$ cat src/rtl/demux_dispatch_ctrl.sv
// Round-robin dispatcher in front of a 1-to-8 word demux: accepts one word, picks a channel, strobes it.
// Optional DISPATCH_SKIP_BUSY_EN: scan forward from ptr for the first ready channel instead of waiting on ptr.
module demux_dispatch_ctrl #(
  parameter int DATA_WIDTH = 16,
  parameter int TIMEOUT    = 255
) (
  input  logic                  clk,
  input  logic                  reset,
  input  logic [DATA_WIDTH-1:0] input1,
  input  logic                  in_valid,
  output logic                  in_ready,
  input  logic [7:0]            chan_ready,
  output logic [2:0]            selector,
  output logic [DATA_WIDTH-1:0] output_data,
  output logic [7:0]            out_valid,
  output logic                  drop,
  output logic                  busy
);

  typedef enum logic [1:0] {
    IDLE = 2'd0,
    ARB  = 2'd1,
    SEND = 2'd2
  } state_t;

  localparam bit         TO_EN     = (TIMEOUT != 0);
  localparam logic [7:0] WAIT_LAST = 8'(TIMEOUT - 1);

  state_t                state_q, state_d;
  logic [2:0]            ptr_q, ptr_d;
  logic [2:0]            sel_q, sel_d;
  logic [DATA_WIDTH-1:0] data_q, data_d;
  logic [7:0]            ov_q, ov_d;
  logic                  drop_q, drop_d;
  logic [7:0]            wait_q, wait_d;

  logic [2:0]            tgt_s;
  logic                  tgt_vld_s;

`ifdef DISPATCH_SKIP_BUSY_EN
  logic [2:0]            idx_s;

  // Target selection: first ready channel at or after ptr; descending scan lets the nearest win.
  always_comb begin
    tgt_s     = ptr_q;
    tgt_vld_s = 1'b0;
    idx_s     = ptr_q;
    for (int k = 7; k >= 0; k--) begin
      idx_s     = ptr_q + 3'(k);
      tgt_s     = chan_ready[idx_s] ? idx_s : tgt_s;
      tgt_vld_s = tgt_vld_s | chan_ready[idx_s];
    end
  end
`else
  // Target selection: strict round-robin waits on channel ptr only.
  always_comb begin
    tgt_s     = ptr_q;
    tgt_vld_s = chan_ready[ptr_q];
  end
`endif

  // Next-state and next-output computation for the dispatch sequence.
  always_comb begin
    state_d = state_q;
    ptr_d   = ptr_q;
    sel_d   = sel_q;
    data_d  = data_q;
    ov_d    = 8'h00;
    drop_d  = 1'b0;
    wait_d  = wait_q;
    case (state_q)
      IDLE: begin
        if (in_valid) begin
          data_d  = input1;
          wait_d  = 8'd0;
          state_d = ARB;
        end else begin
          state_d = IDLE;
        end
      end
      ARB: begin
        // A grant in the timeout cycle wins over the drop.
        if (tgt_vld_s) begin
          sel_d   = tgt_s;
          ov_d    = 8'h01 << tgt_s;
          state_d = SEND;
        end else if (TO_EN && (wait_q == WAIT_LAST)) begin
          drop_d  = 1'b1;
          ptr_d   = ptr_q + 3'd1;
          state_d = IDLE;
        end else begin
          wait_d  = wait_q + 8'd1;
          state_d = ARB;
        end
      end
      SEND: begin
        ptr_d   = sel_q + 3'd1;
        state_d = IDLE;
      end
      default: begin
        state_d = IDLE;
      end
    endcase
  end

  // State and output registers with asynchronous reset.
  always_ff @(posedge clk or posedge reset) begin
    if (reset) begin
      state_q <= IDLE;
      ptr_q   <= 3'd0;
      sel_q   <= 3'd0;
      data_q  <= '0;
      ov_q    <= 8'h00;
      drop_q  <= 1'b0;
      wait_q  <= 8'd0;
    end else begin
      state_q <= state_d;
      ptr_q   <= ptr_d;
      sel_q   <= sel_d;
      data_q  <= data_d;
      ov_q    <= ov_d;
      drop_q  <= drop_d;
      wait_q  <= wait_d;
    end
  end

  assign in_ready    = (state_q == IDLE);
  assign busy        = (state_q != IDLE);
  assign selector    = sel_q;
  assign output_data = data_q;
  assign out_valid   = ov_q;
  assign drop        = drop_q;

endmodule

$ cat config.mk
export PLATFORM = sky130hd
export DESIGN_NAME = demux_dispatch_ctrl
export DESIGN_NICKNAME = d
export VERILOG_FILES = /design/src/rtl/demux_dispatch_ctrl.sv
export SDC_FILE = /design/constraint.sdc
export NUM_CORES = 1
export LEC_CHECK = 0
export BUFFER_PORTS_ARGS = -buffer_cell sky130_fd_sc_hd__buf_2
export CAP_MARGIN = 20
export CORE_MARGIN = 2
export CORE_UTILIZATION = 35
export DETAILED_ROUTE_END_ITERATION = 12
export PLACE_DENSITY = 0.63
export SLEW_MARGIN = 20
export SYNTH_ARGS = -nofsm -noshare
export SYNTH_HDL_FRONTEND = slang
export SYNTH_SLANG_ARGS = --single-unit
$ cat constraint.sdc
create_clock -name clk -period 5.7 [get_ports clk]
set_input_delay 0.57 -clock clk [delete_from_list [all_inputs] [get_ports clk]]
set_output_delay 0.57 -clock clk [all_outputs]
set_load 0.02 [all_outputs]
# --- Word-level counts from Yosys, hierarchy flattened ---
# Index checks and enable logic that the tools add are counted.
word_totals:
  regBits: 41
  n_memories: 0
  elab_cells: 45
  mem_bits_rw: 0
  input_bits: 27
  out_inout_bits: 30
  romBits: 0
  latch_bits: 0
op_classes:
  reduce_logical: 8
  n_div: 0
  mul: 0
  mux: 18
  eq_ne: 7
  addsub: 3
  n_lt_le_gt_ge: 1
  bitwise: 0
  n_shift: 1
ops:
  columns: ["cell", "count"]
  rows:
  - ["8-bit 2-to-1 mux", 5]
  - ["8-bit one-hot mux with 2 select lines", 1]
  - ["8-bit by 1-bit adder with 8-bit output (second input constant)", 1]
  - ["8-bit equality test (second input constant)", 1]
  - ["2-bit != test (second input constant)", 4]
  - ["1-bit by 3-bit left shift with 8-bit output (first input constant)", 1]
  - ["3-bit by 1-bit adder with 3-bit output (second input constant)", 2]
  - ["1-bit 2-to-1 mux", 6]
  - ["3-bit 2-to-1 mux", 2]
  - ["3-bit one-hot mux with 2 select lines", 1]
  - ["2-bit nonzero test", 3]
  - ["3-bit by 4-bit less-than comparator with 1-bit output (second input constant)", 1]
  - ["2-bit one-hot mux with 2 select lines", 1]
  - ["2-bit AND reduction", 2]
  - ["4-bit AND reduction", 1]
  - ["1-bit binary-select mux with 3-bit select", 1]
  - ["3-bit AND reduction", 1]
  - ["2-bit by 1-bit equality test with 1-bit output (second input constant)", 1]
  - ["2-bit equality test (second input constant)", 1]
  - ["2-bit logical NOT", 1]
  - ["2-bit 2-to-1 mux", 1]

# --- Logic depth before layout (Yosys ltp) ---
# Gate-level depths: netlist (run 1).
logic_depth:
  word_depth: 4
  mapped_depth: 10
  mapped_depth_nobuf: 10

# --- Least setup slack after synthesis (run 1) ---
# No wires, ideal clock.
synth_path:
  kind: "flip-flop to flip-flop"
  start: "register state_q[0]"
  end: "register ptr_q[2]"
  arrival_time_ns: 1.723
  setup_time_ns: 0.122
  t_required_ns: 5.578
  slack_ns: 3.856
  path_buffers: 0
  period_less_slack_ns: 1.844
  stages_incl_launch_ff: 11
  cell_sequence: "dfrtp_1 inv_1 ha_1 nand2_1 o21ai_0 ha_1 nor3_1 a21oi_1 a21oi_1 o2111ai_1 a32o_1"
synth_between:
  elab_chain_cells: 3
  elab_cells_between_ends: 7
  cone_classes: "eq/ne: 4; mux: 1; reduce/logical: 2"
synth_rtl:
  columns: ["item", "line_no", "source"]
  rows:
  - ["start: declaration", "29", "state_t state_q, state_d;"]
  - ["start signal: assignment", "117", "state_q <= state_d;"]
  - ["2-bit by 1-bit equality test with 1-bit output or 2-bit equality test (tied branches)", "71", "case (state_q)"]
  - ["2-bit != test (no line) or 2-bit nonzero test (tied branches)", null, null]
  - ["3-bit AND reduction (no line)", null, null]
  - ["end signal: assignment", "118", "ptr_q <= ptr_d;"]
  - ["end: declaration", "30", "logic [2:0] ptr_q, ptr_d;"]
# Parallel ways exist; a longest one is shown, timed or not.
# A chain may end at the register's enable or synchronous reset.

# --- Worst setup path in the final report (run 1) ---
layout_path:
  start: "register ptr_q[1]"
  end: "register ptr_q[1]"
layout_between:
  elab_chain_cells: 4
  elab_cells_between_ends: 8
  cone_classes: "add/sub: 1; eq/ne: 1; mux: 5; reduce/logical: 1"
layout_rtl:
  columns: ["item", "line_no"]
  rows:
  - ["3-bit by 1-bit adder with 3-bit output or 1-bit binary-select mux with 3-bit select (tied branches)", "89, 58"]
  - ["3-bit 2-to-1 mux or 1-bit 2-to-1 mux (tied branches)", "87, 58"]
  - ["3-bit 2-to-1 mux or 2-bit != test (tied branches)", null]
  - ["3-bit one-hot mux with 2 select lines or 3-bit AND reduction (tied branches)", null]
# Parallel ways exist; a longest one is shown, timed or not. The select of a mux whose other input is x is not followed.

==> metrics.cfg, run 1 <==
[floorplanning]
die_area_mm2 = 0.00630
fp-row-count = 27
start_util_pct = 36.1
die_x_um = 79.3
io_pins = 57
coreArea_mm2 = 0.00551
die_y_um = 79.3

[worst_setup_path]
cp-start-kind = flop
critPathKind = flop to flop
rr_worst_depth = 5
crit_fanout = 11
cp-endpoint = ptr_q[1]$_DFFE_PP0P_
critPathLaunch = ptr_q[1]$_DFFE_PP0P_
r2r-start = ptr_q[1]$_DFFE_PP0P_
cp.arrival_ns = 2.43
cp-end-kind = flop
cp_data_required_time_ns = 5.88
rrSetupSlack_ns = 3.45
r2r-end = ptr_q[1]$_DFFE_PP0P_

[cts]
cts-root-buf = clkbuf_8
cts.repair.resized = 0
clkSlewWorstSetupHoldPaths_ns = 0.07
post_cts_buffers = 0
h-tree-depth = 2
numClockSinks = 41
clk_latency_ns = 0.29
cts.path.max_buffers = 2
cts_tree = yes
cts_made_buffers = 5
cts-hold-fix-buffers = 0

[timing]
tns_ns = 0
hold_viol_final = 0
skew_ns = 0.00311
report.final.slew_viol_count = 0
setup-violations-final = 0
finalCriticalPeriod_ns = 2.25
worstMarginPinSlew_ns = 0.677
fmax_mhz = 445
post-route-period-util_pct = 39.4
rsz0062_at_grt = no
relSlewSlack_pct = 54.8
worst_hold_slack_ns = 0.390

[grt]
grt_pass1_vias = 1421
grt_remaining_overflow = 0
antenna_found_initial = 0
grt_max_degree = 42
grtUsageTotal_pct = 13.4
grt_pass1_wl_um = 6560

[yosys]
synth_top_family_by_area = simple AND/OR/NAND/NOR gates
ys_types = 41
synthMuxAreaShare_pct = 13.0
syn_area_per_cell_um2 = 10.7
syn_inst = 185
synth.cell_area_mm2 = 0.00199
synth_edf_count = 0
synth_warnings = 0
yosys.area_share.simple_pct = 14.9
ys_seq_area_share_pct = 51.6
synth-seq-cells = 41
synth_compound_area_share_pct = 13.0
synth-async-reset-ratio_pct = 100
synth_nets = 218
synthXorXnorAreaFrac_pct = 0
synthFlopType = dfrtp_1
synthAdderAreaFrac_pct = 3.78

[finish]
final_layout_size_suffix_gt1_share_pct = 37.9
fin_nets = 276
antennaDiodeCount = 0
seq_area_mm2 = 0.00103
num-fill-cells = 522
area_growth_pct = 22.7
multiInputGateArea_um2 = 888

[route]
firstDrtPassIters = 4
routed_wl_um = 4050
drt_iter0_drc = 50
vias = 1547
routedWlPerCell_um = 12.9
antenna_left = 0
drt-vias-per-instance = 4.91
drc_errors = 0

[power]
power_density_mw_per_mm2 = 530
leakagePower_nw = 1.18
ir_worst_vdd_v = 0.000232

[placement]
dp_hpwl_um = 3060
portBuffers = 56
gp_congestion = 0.865

[hold_path]
hp-class = primary input to asynchronous set/reset pin

[status]
outcome = complete, no violations

[flow_run]
drv_cap = 0

[area by class of cell]
cell class	count	share of cell area, %
clock buffers	5	2.82
clock inverters	2	1.44
inverters	11	1.69
multi-input cells	127	36.4
flip-flops and latches	41	42.1
well taps	72	3.70
repair buffers	57	11.8
[registers in the layout, indices dropped and copies added, names as in the netlist]
| signal | cells |
|---|---|
| state_q | 2 |
| ptr_q | 3 |
| drop | 1 |
| wait_q | 8 |
| selector | 3 |
| out_valid | 8 |
| output_data | 16 |
[logic make-up after synthesis]
family          after synthesis
simple gates                 62
flops                        41
compound gates               36
mux                          23
buf+inv                      17
fa+ha+maj                     6
[synthesized netlist by cell type (2+ instances only)]
master     n  share of area, %
dfrtp_1   41                52
nand2_1   22               4.2
mux2_2    19                11
inv_1     11               2.1
nand3_1   10               2.5
nor2_1    10               1.9
a21oi_1    9               2.3
o21ai_0    8               2.0
ha_1       6               3.8
nor3_1     5               1.3
clkbuf_1   4              0.76
and3_1     3              0.94
mux2i_1    3               1.5
a21o_1     2              0.76
nand4_1    2              0.63
nor2b_1    2              0.63
o311ai_0   2              0.88
or2_2      2              0.63
or3_1      2              0.63
[how the worst min path moves through the flow]
stage / startpoint / end / slack [ns] / depth (start not counted)
after floorplan: wait_q[0]$_DFFE_PP0P_ / wait_q[0]$_DFFE_PP0P_ / 0.49 / 1
after global placement: output_data[9]$_DFFE_PP0N_ / output_data[9]$_DFFE_PP0N_ / 0.48 / 1
after detailed placement: output_data[7]$_DFFE_PP0N_ / output_data[7]$_DFFE_PP0N_ / 0.49 / 1
after CTS: reset / output_data[0]$_DFFE_PP0N_ / 0.41 / 3
after global routing: reset / output_data[0]$_DFFE_PP0N_ / 0.44 / 3
final: reset / output_data[0]$_DFFE_PP0N_ / 0.39 / 3
[cells in the final DEF, fill, tap and decap left out, types with 2 or more instances in the layout]
cell,count
o311ai_0,2
dfrtp_1,41
ha_1,6
nor2b_1,2
nor3_1,5
clkbuf_8,5
mux2_2,19
or2_2,2
nor2_1,10
mux2i_1,3
nand4_1,2
nand2_1,22
buf_2,56
and3_1,3
o21ai_0,8
a21oi_1,9
or3_1,2
nand3_1,10
a21o_1,2
inv_1,11
[power by group]
group / switching, mW / internal, mW
combinational: 0.369 / 0.242
clock: 0.0959 / 0.127
sequential: 0.0701 / 0.388
[critical path, cell delays in order (launching register included)]
cell and delay (ns):
dfrtp_1 0.59, mux2i_1 0.15, a22oi_2 0.38, nand3_1 0.38, nand3_1 0.28, mux2_2 0.35
[stage by stage]
| stage | setup slack (ns) | power, mW | std cells | instance area [µm²] | utilization [%] |
|---|---|---|---|---|---|
| 2_1_floorplan | 3.86 | 0.908 | 185 | 1990 | - |
| 3_3_place_gp | 3.51 | 1.07 | 308 | 2330 | 42.4 |
| 3_5_place_dp | 3.48 | 1.08 | 308 | 2330 | 42.4 |
| 4_1_cts | 3.46 | 1.30 | 315 | 2440 | 44.3 |
| 5_1_grt | 3.30 | 1.39 | 315 | 2440 | 44.3 |
| 6_report | 3.45 | 1.29 | 315 | 2440 | 44.3 |
[metal layers]
layer / routed length (µm) / vias up / global-route usage [%]
met2: 1820 / 50 / 21.4
li1: - / 770 / -
met1: 1870 / 722 / 17.2
met3: 313 / 5 / 4.43
met5: 0 / - / 0
met4: 55 / 0 / 4.66
Power figures use the tool's default switching activity.
==> run 2, diff against run 1 <==
- clock period: 5.7 -> 2.3 ns (I/O delays scaled with it)
==> run 2 against run 1 <==
Global-route usage is 0.45 points higher. Combinational power grew to 2.6 times the previous value. Die area stayed put. Clock power grew to 2.5 times the previous value. Maximum frequency is 10% higher. Final cell count is 1.3% higher. Core utilization is 0.55 points higher. Routed wire length is 1.3% higher. Largest power group unchanged. Cell area is 1.2% higher. Clock skew is 0.0010 ns higher.
==> metrics.cfg, run 2 (synthesized netlist as in run 1, its figures left out) <==
[status]
outcome = complete, no violations

[worst_setup_path]
worst-path-buf-inv = 1  ; +1
crit_chain = inv_1 > ha_1 > o21ai_0 > ha_1 > nor3_1 > a21oi_1 > a21oi_1 > o2111ai_1 > a32o_1
cp-start-kind = flop
cp_data_required_time_ns = 2.49  ; -3.39 ns
cp-end-kind = flop
critPathKind = flop to flop
critical_path.top_delay_family = compound AO/OA/AOI/OAI gates
crit_path_top_delay_cell = dfrtp_1
cp.arrival_ns = 2.23  ; -0.20 ns
cpPeakStageDelay_ns = 0.39  ; -0.20 ns
crit_fanout = 8  ; -3

[finish]
fin_nets = 280  ; +1.4%
antennaDiodeCount = 0  ; unchanged
area_growth_pct = 24.2
finalNonFillerCells = 319  ; +1.3%
multiInputGateArea_um2 = 888  ; unchanged
final_layout_size_suffix_gt1_share_pct = 38.9  ; +1.0 points
num-fill-cells = 516  ; -1.1%
final_common_cell = buf_2
final_cell_area_mm2 = 0.00247  ; +1.2%
fin_util_pct = 44.8  ; +0.55 points
largest_reg_flops = 16  ; unchanged
final_cell_mix = buf_2 (56), dfrtp_1 (41), nand2_1 (22), mux2_2 (19), inv_1 (11)
seq_area_mm2 = 0.00103  ; unchanged

[timing]
rsz0062_at_grt = no
worstMarginPinSlew_ns = 0.510  ; -0.167 ns
fmax_mhz = 489  ; +10%
finalCriticalPeriod_ns = 2.04  ; -0.204 ns
setup-violations-final = 0  ; unchanged
post-route-period-util_pct = 88.9  ; +49 points
skew_ns = 0.00410  ; +0.000996 ns
tns_ns = 0  ; unchanged
finalWorstSetupSlack_ns = 0.256  ; -3.20 ns
relSlewSlack_pct = 66.0  ; +11 points
report.final.slew_viol_count = 0  ; unchanged
hold_viol_final = 0  ; unchanged

[placement]
dp_hpwl_um = 3060  ; about the same
pre_cts_ws_ns = 0.256  ; -3.22 ns
gp_congestion = 0.761  ; -12%
dp.cells = 312  ; +1.3%
dpl_cell_area_mm2 = 0.00236  ; +1.3%
portBuffers = 56  ; unchanged

[power]
ir_worst_vdd_v = 0.000498  ; +110%
power_density_mw_per_mm2 = 1320  ; +150%
leakagePower_nw = 1.20  ; +1.6%

[grt]
antenna_found_initial = 0  ; unchanged
grt_remaining_overflow = 0  ; unchanged
grt_max_degree = 42  ; unchanged
grt_pass1_vias = 1446  ; +1.8%
grtUsageTotal_pct = 13.9  ; +0.45 points
grt_pass1_wl_um = 6800  ; +3.7%

[route]
drt-vias-per-instance = 4.89  ; -0.42%
firstDrtPassIters = 4  ; unchanged
routed_wl_um = 4110  ; +1.3%
drc_errors = 0  ; unchanged
routedWlPerCell_um = 12.9  ; about the same
antenna_left = 0  ; unchanged
vias = 1560  ; +0.84%
drt_iter0_drc = 68  ; +36%

[floorplanning]
coreArea_mm2 = 0.00551  ; unchanged
die_x_um = 79.3  ; unchanged
die_area_mm2 = 0.00630  ; unchanged
io_pins = 57  ; unchanged
fp-row-count = 27  ; unchanged
start_util_pct = 36.1  ; unchanged
die_y_um = 79.3  ; unchanged

[cts]
cts-root-buf = clkbuf_8
cts.repair.resized = 0  ; unchanged
post_cts_buffers = 0  ; unchanged
clk_latency_ns = 0.29  ; about the same
numClockSinks = 41  ; unchanged
h-tree-depth = 2  ; unchanged
cts.path.max_buffers = 2  ; unchanged
cts_made_buffers = 5  ; unchanged
clkSlewWorstSetupHoldPaths_ns = 0.08  ; about the same
cts-hold-fix-buffers = 0  ; unchanged
cts_tree = yes

[flow_run]
drv_cap = 0  ; unchanged

[hold_path]
hp-class = primary input to asynchronous set/reset pin

-- run 2: changes by cell type in the layout (fill, tap and decap cells not counted) --
| cell | change |
|---|---|
| buf_4 | +4 |
-- run 2: layout make-up --
| cell class | count | area share (%) |
|---|---|---|
| inverter | 11 | 1.67 |
| clock inverter | 2 | 1.42 |
| sequential | 41 | 41.6 |
| tap | 72 | 3.65 |
| clock buffer | 5 | 2.79 |
| timing repair buffer | 61 | 12.9 |
| multi-input combinational | 127 | 36.0 |
-- run 2: metrics by stage --
step / hold slack, ns / power, mW
6_report: 0.0566 / 3.25
5_1_grt: 0.107 / 3.51
4_1_cts: 0.0812 / 3.29
3_5_place_dp: 0.398 / 2.72
3_3_place_gp: 0.388 / 2.69
2_1_floorplan: 0.338 / 2.25
-- run 2: metal layers --
metal	GRT usage, %	vias up	routed length (µm)
li1	-	775	-
met1	18.8	725	1940
met2	21.1	55	1850
met3	4.09	5	266
met4	5.17	0	50
met5	0	-	0
-- run 2: report_power, final --
part,switching (mW),total [mW],leakage [nW],internal (mW)
combinational,0.920,1.56,0.622,0.641
clock,0.244,0.560,0.0540,0.315
sequential,0.171,1.13,0.520,0.961
total,1.34,3.25,1.20,1.92
-- run 2: worst paths after layout --
kind                                            start                    endpoint  slack [ns]  depth (start not counted)
setup / recovery                 state_q[0]$_DFF_PP0_        ptr_q[2]$_DFFE_PP0P_        0.26                          9
hold / removal                                  reset  output_data[6]$_DFFE_PP0N_        0.06                          3
setup reg to reg                 state_q[0]$_DFF_PP0_        ptr_q[2]$_DFFE_PP0P_        0.26                          9
hold reg to reg            output_data[7]$_DFFE_PP0N_  output_data[7]$_DFFE_PP0N_        0.50                          1
max in group asynchronous                       reset        ptr_q[2]$_DFFE_PP0P_        1.89                          3
min in group clk                        chan_ready[0]      out_valid[0]$_DFF_PP0_        0.15                          3
-- run 2: worst reg2reg max path, delay by kind of cell, from the launching register on --
kind / cells / cell delay [ns]
buf+inv: 1 / 0.09
flops: 1 / 0.39
fa+ha+maj: 2 / 0.57
simple gates: 1 / 0.14
compound gates: 5 / 0.76
